--- src/rtl/multicycle_control_if.sv ---
// Bundle of datapath controls, memory handshakes and status for the multicycle LEGv8 controller.
// The controller uses the master modport. The datapath and memory side uses the slave modport.
interface multicycle_control_if #(
  parameter int unsigned CNT_W = 32
);
  logic [10:0]      opcode;
  logic             zero;
  logic             imem_ack;
  logic             dmem_ack;
  logic             imem_req;
  logic             ir_write;
  logic             dmem_req;
  logic             memread;
  logic             memwrite;
  logic             reg2loc;
  logic             alusrc;
  logic             mem2reg;
  logic             regwrite;
  logic [3:0]       aluop;
  logic [2:0]       signop;
  logic             pc_write;
  logic             pc_sel;
  logic             retire;
  logic             halted;
  logic [2:0]       state;
  logic [CNT_W-1:0] instr_count;

  modport master (
    input  opcode, zero, imem_ack, dmem_ack,
    output imem_req, ir_write, dmem_req, memread, memwrite, reg2loc, alusrc, mem2reg,
           regwrite, aluop, signop, pc_write, pc_sel, retire, halted, state, instr_count
  );

  modport slave (
    output opcode, zero, imem_ack, dmem_ack,
    input  imem_req, ir_write, dmem_req, memread, memwrite, reg2loc, alusrc, mem2reg,
           regwrite, aluop, signop, pc_write, pc_sel, retire, halted, state, instr_count
  );
endinterface

--- src/rtl/multicycle_control.sv ---
// Multicycle LEGv8 sequencing controller: FETCH/DECODE/EXEC/MEM/WB walk with memory
// handshakes, a latched instruction class, a retired-instruction counter and an illegal-op trap.
module multicycle_control #(
  parameter int unsigned CNT_W = 32
) (
  input logic                 CLK,
  input logic                 resetl,
  multicycle_control_if.master bus
);

  typedef enum logic [2:0] {
    StIdle   = 3'd0,
    StFetch  = 3'd1,
    StDecode = 3'd2,
    StExec   = 3'd3,
    StMem    = 3'd4,
    StWb     = 3'd5,
    StHalt   = 3'd6
  } state_e;

  typedef enum logic [3:0] {
    ClsIllegal, ClsLdur, ClsStur, ClsAddReg, ClsSubReg, ClsAndReg, ClsOrrReg,
    ClsAddImm, ClsSubImm, ClsCbz, ClsB, ClsMovz
  } cls_e;

  state_e           state_q, state_d;
  cls_e             cls_q, cls_d, cls_dec;
  logic [CNT_W-1:0] count_q;
  logic             retire;

  logic [3:0] f_aluop;
  logic [2:0] f_signop;
  logic       f_alusrc, f_reg2loc;

  // casez picks the first matching arm, which gives the required decode priority.
  always_comb begin
    cls_dec = ClsIllegal;
    casez (bus.opcode)
      11'b??111000010: cls_dec = ClsLdur;
      11'b??111000000: cls_dec = ClsStur;
      11'b?0?01011???: cls_dec = ClsAddReg;
      11'b?1?01011???: cls_dec = ClsSubReg;
      11'b?0001010???: cls_dec = ClsAndReg;
      11'b?0101010???: cls_dec = ClsOrrReg;
      11'b?0?10001???: cls_dec = ClsAddImm;
      11'b?1?10001???: cls_dec = ClsSubImm;
      11'b?011010????: cls_dec = ClsCbz;
      11'b?00101?????: cls_dec = ClsB;
      11'b110100101??: cls_dec = ClsMovz;
      default:         cls_dec = ClsIllegal;
    endcase
  end

  assign cls_d = (state_q == StDecode) ? cls_dec : cls_q;

  always_comb begin
    f_aluop   = 4'b0000;
    f_signop  = 3'b000;
    f_alusrc  = 1'b0;
    f_reg2loc = 1'b0;
    unique case (cls_q)
      ClsLdur:   begin f_aluop = 4'b0010; f_signop = 3'b001; f_alusrc = 1'b1; end
      ClsStur:   begin
        f_aluop = 4'b0010; f_signop = 3'b001; f_alusrc = 1'b1; f_reg2loc = 1'b1;
      end
      ClsAddReg: f_aluop = 4'b0010;
      ClsSubReg: f_aluop = 4'b0110;
      ClsAndReg: f_aluop = 4'b0000;
      ClsOrrReg: f_aluop = 4'b0001;
      ClsAddImm: begin f_aluop = 4'b0010; f_alusrc = 1'b1; end
      ClsSubImm: begin f_aluop = 4'b0110; f_alusrc = 1'b1; end
      ClsCbz:    begin f_aluop = 4'b0111; f_signop = 3'b011; f_reg2loc = 1'b1; end
      ClsB:      f_signop = 3'b010;
      ClsMovz:   begin f_aluop = 4'b0111; f_signop = 3'b100; f_alusrc = 1'b1; end
      default:   ;
    endcase
  end

  always_comb begin
    state_d      = state_q;
    retire       = 1'b0;
    bus.imem_req = 1'b0;
    bus.ir_write = 1'b0;
    bus.dmem_req = 1'b0;
    bus.memread  = 1'b0;
    bus.memwrite = 1'b0;
    bus.reg2loc  = 1'b0;
    bus.alusrc   = 1'b0;
    bus.mem2reg  = 1'b0;
    bus.regwrite = 1'b0;
    bus.aluop    = 4'b0000;
    bus.signop   = 3'b000;
    bus.pc_write = 1'b0;
    bus.pc_sel   = 1'b0;
    bus.halted   = 1'b0;
    // Class fields are visible only in the states that use the latched class.
    if (state_q == StExec || state_q == StMem || state_q == StWb) begin
      bus.aluop   = f_aluop;
      bus.signop  = f_signop;
      bus.alusrc  = f_alusrc;
      bus.reg2loc = f_reg2loc;
    end
    unique case (state_q)
      StIdle:   state_d = StFetch;
      StFetch: begin
        bus.imem_req = 1'b1;
        bus.ir_write = bus.imem_ack;
        if (bus.imem_ack) state_d = StDecode;
      end
      StDecode: state_d = (cls_dec == ClsIllegal) ? StHalt : StExec;
      StExec: begin
        unique case (cls_q)
          ClsLdur, ClsStur: state_d = StMem;
          ClsCbz: begin
            bus.pc_write = 1'b1;
            bus.pc_sel   = bus.zero;
            retire       = 1'b1;
            state_d      = StFetch;
          end
          ClsB: begin
            bus.pc_write = 1'b1;
            bus.pc_sel   = 1'b1;
            retire       = 1'b1;
            state_d      = StFetch;
          end
          default: state_d = StWb;
        endcase
      end
      StMem: begin
        bus.dmem_req = 1'b1;
        bus.memread  = (cls_q == ClsLdur);
        bus.memwrite = (cls_q == ClsStur);
        if (bus.dmem_ack) begin
          if (cls_q == ClsStur) begin
            bus.pc_write = 1'b1;
            retire       = 1'b1;
            state_d      = StFetch;
          end else begin
            state_d = StWb;
          end
        end
      end
      StWb: begin
        bus.regwrite = 1'b1;
        bus.mem2reg  = (cls_q == ClsLdur);
        bus.pc_write = 1'b1;
        retire       = 1'b1;
        state_d      = StFetch;
      end
      StHalt:   bus.halted = 1'b1;
      default:  state_d = StIdle;
    endcase
  end

  always_ff @(posedge CLK or negedge resetl) begin
    if (!resetl) begin
      state_q <= StIdle;
      cls_q   <= ClsIllegal;
      count_q <= '0;
    end else begin
      state_q <= state_d;
      cls_q   <= cls_d;
      if (retire) count_q <= count_q + CNT_W'(1);
    end
  end

  assign bus.retire      = retire;
  assign bus.state       = state_q;
  assign bus.instr_count = count_q;

endmodule

--- src/flat_wrapper.sv ---
// flat-port wrapper written by rule: the top's interface ports become plain ports
module multicycle_control_flat 
#(
  parameter int unsigned CNT_W = 32
)
  (CLK, resetl, bus_opcode, bus_zero, bus_imem_ack, bus_dmem_ack, bus_imem_req, bus_ir_write, bus_dmem_req, bus_memread, bus_memwrite, bus_reg2loc, bus_alusrc, bus_mem2reg, bus_regwrite, bus_aluop, bus_signop, bus_pc_write, bus_pc_sel, bus_retire, bus_halted, bus_state, bus_instr_count);
  multicycle_control_if #(.CNT_W(CNT_W)) bus_i ();
  input logic CLK;
  input logic resetl;
  input wire logic [$bits(bus_i.opcode)-1:0] bus_opcode;
  input wire logic [$bits(bus_i.zero)-1:0] bus_zero;
  input wire logic [$bits(bus_i.imem_ack)-1:0] bus_imem_ack;
  input wire logic [$bits(bus_i.dmem_ack)-1:0] bus_dmem_ack;
  output wire logic [$bits(bus_i.imem_req)-1:0] bus_imem_req;
  output wire logic [$bits(bus_i.ir_write)-1:0] bus_ir_write;
  output wire logic [$bits(bus_i.dmem_req)-1:0] bus_dmem_req;
  output wire logic [$bits(bus_i.memread)-1:0] bus_memread;
  output wire logic [$bits(bus_i.memwrite)-1:0] bus_memwrite;
  output wire logic [$bits(bus_i.reg2loc)-1:0] bus_reg2loc;
  output wire logic [$bits(bus_i.alusrc)-1:0] bus_alusrc;
  output wire logic [$bits(bus_i.mem2reg)-1:0] bus_mem2reg;
  output wire logic [$bits(bus_i.regwrite)-1:0] bus_regwrite;
  output wire logic [$bits(bus_i.aluop)-1:0] bus_aluop;
  output wire logic [$bits(bus_i.signop)-1:0] bus_signop;
  output wire logic [$bits(bus_i.pc_write)-1:0] bus_pc_write;
  output wire logic [$bits(bus_i.pc_sel)-1:0] bus_pc_sel;
  output wire logic [$bits(bus_i.retire)-1:0] bus_retire;
  output wire logic [$bits(bus_i.halted)-1:0] bus_halted;
  output wire logic [$bits(bus_i.state)-1:0] bus_state;
  output wire logic [$bits(bus_i.instr_count)-1:0] bus_instr_count;
  assign bus_i.opcode = bus_opcode;
  assign bus_i.zero = bus_zero;
  assign bus_i.imem_ack = bus_imem_ack;
  assign bus_i.dmem_ack = bus_dmem_ack;
  assign bus_imem_req = bus_i.imem_req;
  assign bus_ir_write = bus_i.ir_write;
  assign bus_dmem_req = bus_i.dmem_req;
  assign bus_memread = bus_i.memread;
  assign bus_memwrite = bus_i.memwrite;
  assign bus_reg2loc = bus_i.reg2loc;
  assign bus_alusrc = bus_i.alusrc;
  assign bus_mem2reg = bus_i.mem2reg;
  assign bus_regwrite = bus_i.regwrite;
  assign bus_aluop = bus_i.aluop;
  assign bus_signop = bus_i.signop;
  assign bus_pc_write = bus_i.pc_write;
  assign bus_pc_sel = bus_i.pc_sel;
  assign bus_retire = bus_i.retire;
  assign bus_halted = bus_i.halted;
  assign bus_state = bus_i.state;
  assign bus_instr_count = bus_i.instr_count;
  multicycle_control #(.CNT_W(CNT_W)) u_core (.CLK(CLK), .resetl(resetl), .bus(bus_i));
endmodule
--- config.mk ---
export PLATFORM = sky130hd
export DESIGN_NAME = multicycle_control_flat
export DESIGN_NICKNAME = d
export VERILOG_FILES = /design/src/rtl/multicycle_control_if.sv /design/src/rtl/multicycle_control.sv /design/src/flat_wrapper.sv
export SDC_FILE = /design/constraint.sdc
export NUM_CORES = 1
export LEC_CHECK = 0
export ABC_AREA = 1
export CORE_MARGIN = 8
export CORE_UTILIZATION = 54
export CTS_BUF_LIST = sky130_fd_sc_hd__clkbuf_16
export DETAILED_ROUTE_END_ITERATION = 8
export HOLD_SLACK_MARGIN = 0.02
export PLACE_DENSITY = 0.83
export SYNTH_ARGS = -nofsm -noshare
export SYNTH_HDL_FRONTEND = slang
export SYNTH_SLANG_ARGS = --single-unit
--- constraint.sdc ---
create_clock -name CLK -period 3.5 [get_ports CLK]
set_input_delay 0.525 -clock CLK [delete_from_list [all_inputs] [get_ports CLK]]
set_output_delay 0.525 -clock CLK [all_outputs]
set_load 0.03 [all_outputs]
==> results of run 1 <==
==> cell usage in the layout, fill, tap and decap left out, types with 9 or more instances in the layout <==
| cell type | Yosys | routed |
|---|---|---|
| nand2_1 | 140 | 140 |
| nor2_1 | 68 | 68 |
| clkdlybuf4s50_1 | 0 | 68 |
| inv_1 | 55 | 57 |
| dfrtp_1 | 39 | 39 |
| o21ai_0 | 22 | 22 |
| nand3_1 | 19 | 19 |
| nor3_1 | 18 | 18 |
| xor2_1 | 16 | 16 |
| nand2_2 | 9 | 9 |
==> sequential cells by signal, summed over array words and instances (netlist names) <==
signal	count
u_core.bus.instr_count	32
u_core.bus.state	3
u_core.cls_q	4
==> metal layers <==
metal / up-vias / GRT usage (%)
li1: 1476 / -
met1: 1350 / 22.88
met2: 108 / 36.93
met3: 22 / 6.407
met4: 0 / 9.217
met5: - / 0
==> final timing paths <==
check / start / end / slack [ps] / depth (start not counted)
hold reg to reg: u_core.cls_q[2] / u_core.cls_q[2] / 490 / 2
hold / removal: resetl / u_core.bus.instr_count[8] / 350 / 1
setup reg to reg: u_core.cls_q[2] / u_core.bus.instr_count[12] / 1390 / 11
max in group asynchronous: resetl / u_core.bus.instr_count[0] / 2620 / 1
min in group CLK: u_core.cls_q[2] / u_core.cls_q[2] / 490 / 2
setup / recovery: u_core.cls_q[2] / bus_pc_write / 670 / 8
==> metrics by stage <==
| stage | setup slack, ps | std cells |
|---|---|---|
| after CTS | 690.9 | 577 |
| after global placement | 959.0 | 569 |
| after global routing | 526.1 | 577 |
| after detailed placement | 943.2 | 569 |
| final | 670.4 | 577 |
| after floorplan | 832.0 | 435 |
==> where the power goes <==
group / internal (mW) / switching [mW] / leakage, nW
Clock: 0.257 / 0.169 / 0.0762
Sequential: 0.527 / 0.107 / 0.526
Combinational: 0.342 / 0.635 / 1.10
==> layout make-up <==
cell class / instances / area, µm² / share of cell area [%]
clock buffers: 5 / 125.1 / 3.364
clock inverters: 3 / 12.51 / 0.3364
inverters: 61 / 229.0 / 6.155
multi-input cells: 329 / 1597 / 42.92
flip-flops and latches: 39 / 975.9 / 26.24
well taps: 70 / 87.58 / 2.355
repair buffers: 70 / 693.2 / 18.63
==> cell families (layout without fill, tap and decap cells) <==
| family | count (synthesis) | after routing | synth area share [%] |
|---|---|---|---|
| other cells | 1 | 1 | 0.1315 |
| xor+xnor | 27 | 27 | 9.872 |
| buf+inv | 67 | 139 | 9.785 |
| flops | 39 | 39 | 34.23 |
| simple gates | 267 | 267 | 39.53 |
| fa+ha+maj | 1 | 1 | 0.4387 |
| compound gates | 33 | 33 | 6.012 |
==> worst max-delay path: cells and delay by family (launching register included) <==
family	cells	cell delay [ps]
DFF	1	370
and+or+nand+nor	5	660
buffers and inverters	3	990
==> metrics.yaml, run 1 <==
placed_design:
  place_area_um2: 3582
  place.detailed.hpwl_um: 6263
  gp_congestion: 0.9001
  port_buffers: 69
route:
  wl_per_cell_um: 13.60
  vias: 2956
  viasPerCell: 5.123
  top_layer: "met4"
  drt-initial-drc-count: 173
  dr_wl_met3_um: 586
  dr.pass1.iters: 7
  drc: 0
  met2_length_um: 3786
  detail-route-antenna-nets: 0
  wl_met1_um: 3249
  routed_wl_um: 7846
critical_path:
  critical_path.cell_chain: "inv_1 -> nand2_1 -> inv_1 -> nand2_1 -> nand2_1 -> nand2_2 -> nand3_4 -> clkdlybuf4s50_1"
  path_class: "flop to output port"
  cpMostUsedCell: "nand2_1"
  slowest_delay_ps: 730
  cp_max_fo: 24
  critPathLaunchType: "flop"
  end_kind: "output port"
  slowest_stage: "clkdlybuf4s50_1"
  worstPathRequired_ps: 2970
  worst_ep_arrival_time_ps: 2300
grt:
  grt_pass1_vias: 2973
  antenna_found_initial: 0
  grt_max_degree: 40
  track_usage_pct: 21.12
  grt_pass1_wl_um: 13100
  overflow: 0
final_layout:
  drive_gt1_share_pct: 7.101
  area_delta_synth_final_pct: 30.45
  stdcell_area_um2: 3720
  nets: 523
  antenna_cells: 0
  fill_cells: 426
  utilization_pct: 72.83
sta:
  fin_skew_ps: 3.859
  worst_slew_pin_slew_ps: 834.2
  slew_headroom_pct: 44.38
  setup_violations: 0
  rsz0062_at_grt: "no"
  holdWs_ps: 346.7
  setup_tns_ps: 0
  period_minus_slack_ps: 2830
  hold_viol: 0
  fin_crit_sh_pct: 80.85
  slew_viol_final: 0
  fmax_ghz: 0.3534
synthesis:
  synth_edf_count: 0
  syn_inst: 435
  synth_area_per_cell_um2: 6.555
  yosysWarnings: 0
  synth.most_common_cell: "nand2_1"
  synth_seq_cells: 39
  yosysTopAreaCellShare_pct: 34.23
  synth_ff_type: "dfrtp_1"
  synthArstFlopShare_pct: 100.0
  yosysTopAreaCell: "dfrtp_1"
  yosys.cell_types.count: 26
  synthTopCellsByCount: "nand2_1 (140), nor2_1 (68), inv_1 (55), dfrtp_1 (39), o21ai_0 (22)"
  synth-seq-area-share_pct: 34.23
  syn_nets: 452
  synth_area_leaders: "dfrtp_1 (34%), nand2_1 (18%), nor2_1 (9.0%)"
  mappedNetlistArea_um2: 2851
clock_network:
  root_buffer: "clkbuf_16"
  clockBufferDepth: 2
  hold_buffers: 0
  cts_sinks: 39
  cts_setup_buffers: 0
  cts_tree: "built"
  clk_pin_slew_ps: 50
  cts-resized-gates: 0
  clock_latency_ps: 280
  cts.htree.levels: 2
  cts_inserted_buffers: 5
die:
  core_region_area_um2: 5107
  start_util_pct: 55.83
  num_rows: 26
  die_h_um: 88.67
  die_area_um2: 7861
  ioPinCount: 71
  die_x_um: 88.67
pwr:
  cellPowerDensity_nw_per_um2: 547.9
  leakage_nw: 1.697
  max-vdd-ir-drop_mv: 0.4533
  finalPower_mw: 2.038
hold_path:
  hp-class: "input pin to async pin"
run_status:
  outcome: "finished clean"
run:
  cap_violations: 0
(Power assumes the default switching activity.)
==> inputs of run 2 (changes only) <==
--- a/config.mk
+++ b/config.mk
@@ -7,11 +7,11 @@
 export LEC_CHECK = 0
 export ABC_AREA = 1
 export CORE_MARGIN = 8
-export CORE_UTILIZATION = 54
+export CORE_UTILIZATION = 50
 export CTS_BUF_LIST = sky130_fd_sc_hd__clkbuf_16
 export DETAILED_ROUTE_END_ITERATION = 8
 export HOLD_SLACK_MARGIN = 0.02
-export PLACE_DENSITY = 0.83
+export PLACE_DENSITY = 0.77
 export SYNTH_ARGS = -nofsm -noshare
 export SYNTH_HDL_FRONTEND = slang
 export SYNTH_SLANG_ARGS = --single-unit
==> constraint.sdc (replaced) <==
create_clock -name CLK -period 3 [get_ports CLK]
set_input_delay 0.45 -clock CLK [delete_from_list [all_inputs] [get_ports CLK]]
set_output_delay 0.45 -clock CLK [all_outputs]
set_load 0.03 [all_outputs]
==> metrics.yaml, run 2 (same netlist as run 1, synthesis figures left out) <==
clock_network:
  hold_buffers: 0  # unchanged
  cts_tree: "built"  # unchanged
  cts_setup_buffers: 0  # unchanged
  cts-resized-gates: 0  # unchanged
  cts_sinks: 39  # unchanged
  clock_latency_ps: 280  # about the same
  clk_pin_slew_ps: 60  # was 50 ps
  cts.htree.levels: 2  # unchanged
  root_buffer: "clkbuf_16"  # unchanged
  clockBufferDepth: 2  # unchanged
  cts_inserted_buffers: 5  # unchanged
route:
  viasPerCell: 4.986  # was 5.123
  drt-initial-drc-count: 143  # was 173
  routed_wl_um: 7755  # was 7846 µm
  dr.pass1.iters: 4  # was 7
  drc: 0  # unchanged
  wl_per_cell_um: 13.39  # was 13.60 µm
  vias: 2887  # was 2956
  detail-route-antenna-nets: 0  # unchanged
critical_path:
  path_class: "flop to output port"  # unchanged
  rr_startpoint: "u_core.cls_q[2]"  # unchanged
  slowest_delay_ps: 710  # was 730 ps
  worst_ep_arrival_time_ps: 2230  # was 2300 ps
  end_kind: "output port"  # unchanged
  slowest_stage: "clkdlybuf4s50_1"  # unchanged
  worstRegToRegCells: 11  # unchanged
  cp_top_family: "buffers and inverters"  # unchanged
  critical_path.cell_chain: "inv_1 -> nand2_1 -> nor2_1 -> inv_1 -> o21ai_0 -> o21ai_0 -> a41oi_1 -> clkdlybuf4s50_1"  # was inv_1 -> nand2_1 -> inv_1 -> nand2_1 -> nand2_1 -> nand2_2 -> nand3_4 -> clkdlybuf4s50_1
  worstPathRequired_ps: 2550  # was 2970 ps
  critPathLaunchType: "flop"  # unchanged
  cp_max_fo: 5  # was 24
  rrSetupSlack_ps: 910  # was 1390 ps
  critPathBufInv: 3  # unchanged
  timing.rr.end: "u_core.bus.instr_count[12]"  # unchanged
grt:
  track_usage_pct: 18.82  # was 21.12%
  grt_util_met1_pct: 21.50  # was 22.88%
  top_usage_layer: "met2"  # unchanged
  grt_max_degree: 43  # was 40
  grt_use_met2_pct: 31.99  # was 36.93%
  grt_pass1_wl_um: 13080  # was 13100 µm
  grtUsageMet3_pct: 6.173  # was 6.407%
  antenna_found_initial: 0  # unchanged
  overflow: 0  # unchanged
  grt_pass1_vias: 2861  # was 2973
placed_design:
  place.detailed.hpwl_um: 6099  # was 6263 µm
  port_buffers: 69  # unchanged
  gp_congestion: 0.8883  # was 0.9001
run:
  cap_violations: 0  # unchanged
die:
  core_region_area_um2: 5507  # was 5107 µm²
  die_x_um: 91.52  # was 88.67 µm
  num_rows: 27  # was 26
  start_util_pct: 51.78  # was 55.83%
  die_area_um2: 8376  # was 7861 µm²
  die_h_um: 91.52  # was 88.67 µm
  ioPinCount: 71  # unchanged
sta:
  setup_violations: 0  # unchanged
  rsz0062_at_grt: "no"  # unchanged
  setup_tns_ps: 0  # unchanged
  period_minus_slack_ps: 2682
  slew_headroom_pct: 40.67  # was 44.38%
  fmax_ghz: 0.3729
  worst_slew_pin_slew_ps: 890.0  # was 834.2 ps
  hold_viol: 0  # unchanged
  fin_crit_sh_pct: 89.39
  fin_skew_ps: 4.019  # was 3.859 ps
  slew_viol_final: 0  # unchanged
run_status:
  outcome: "finished clean"  # unchanged
pwr:
  cellPowerDensity_nw_per_um2: 643.1  # was 547.9 nW/µm²
  leakage_nw: 1.694  # was 1.697 nW
  max-vdd-ir-drop_mv: 0.5986  # was 0.4533 mV
final_layout:
  utilization_pct: 67.64  # was 72.83%
  area_delta_synth_final_pct: 30.63  # was 30.45%
  fill_cells: 479  # was 426
  antenna_cells: 0  # unchanged
  nets: 523  # unchanged
  largest_register_ffs: 32  # unchanged
  final_common_cell: "nand2_1"  # unchanged
  drive_gt1_share_pct: 7.495  # was 7.101%
  layout_common_cells: "nand2_1 (140), nor2_1 (68), clkdlybuf4s50_1 (68)"  # unchanged
hold_path:
  hp-class: "input pin to async pin"  # unchanged
[run 2: per-stage QoR]
step	instances	setup WS [ps]	area (µm²)	total power, mW	hold WS (ps)
final	579	318.3	3725	2.395	292.7
after global routing	579	129.8	3725	2.548	365.9
after CTS	579	338.9	3725	2.400	322.7
after detailed placement	571	664.0	3585	1.877	489.3
after global placement	571	717.4	3585	1.873	474.7
after floorplan	435	407.0	2851	1.493	154.4
[run 2: power by group]
part / total [mW] / switching, mW / internal (mW)
Combinational: 1.15 / 0.750 / 0.399
Sequential: 0.733 / 0.118 / 0.615
Clock: 0.513 / 0.210 / 0.303
Total: 2.40 / 1.08 / 1.32
[run 2: final cells by class]
type / count / area [µm²] / area share (%)
Sequential cell: 39 / 975.9 / 26.20
Tap cell: 72 / 90.09 / 2.419
Timing Repair Buffer: 70 / 693.2 / 18.61
Clock inverter: 3 / 15.01 / 0.4031
Multi-Input combinational cell: 329 / 1597 / 42.86
Inverter: 61 / 229.0 / 6.147
Clock buffer: 5 / 125.1 / 3.359
[run 2: worst max path at each step]
stage	from	end	slack, ps	depth (start not counted)
after detailed placement	u_core.bus.state[2]	bus_alusrc	660	8
after CTS	u_core.cls_q[2]	bus_aluop[1]	340	8
final	u_core.cls_q[2]	bus_aluop[1]	320	8
after global placement	u_core.bus.state[2]	bus_signop[2]	720	8
after floorplan	u_core.bus.state[1]	bus_retire	410	9
after global routing	u_core.cls_q[2]	bus_aluop[1]	130	8
[run 2: routing by layer]
layer	wire length [µm]	vias up	share of wire (%)
li1	-	1479	-
met1	3292	1308	42
met2	3670	86	47
met3	635	14	8.2
met4	156	0	2.0
met5	0	-	0
==> inputs of run 3 (changes only) <==
--- a/config.mk
+++ b/config.mk
@@ -10,7 +10,7 @@
 export CORE_UTILIZATION = 50
 export CTS_BUF_LIST = sky130_fd_sc_hd__clkbuf_16
 export DETAILED_ROUTE_END_ITERATION = 8
-export HOLD_SLACK_MARGIN = 0.02
+export HOLD_SLACK_MARGIN = 0.03
 export PLACE_DENSITY = 0.77
 export SYNTH_ARGS = -nofsm -noshare
 export SYNTH_HDL_FRONTEND = slang
==> results of run 3 <==
No change in the layout: final DEF, timing and power equal those of run 2.
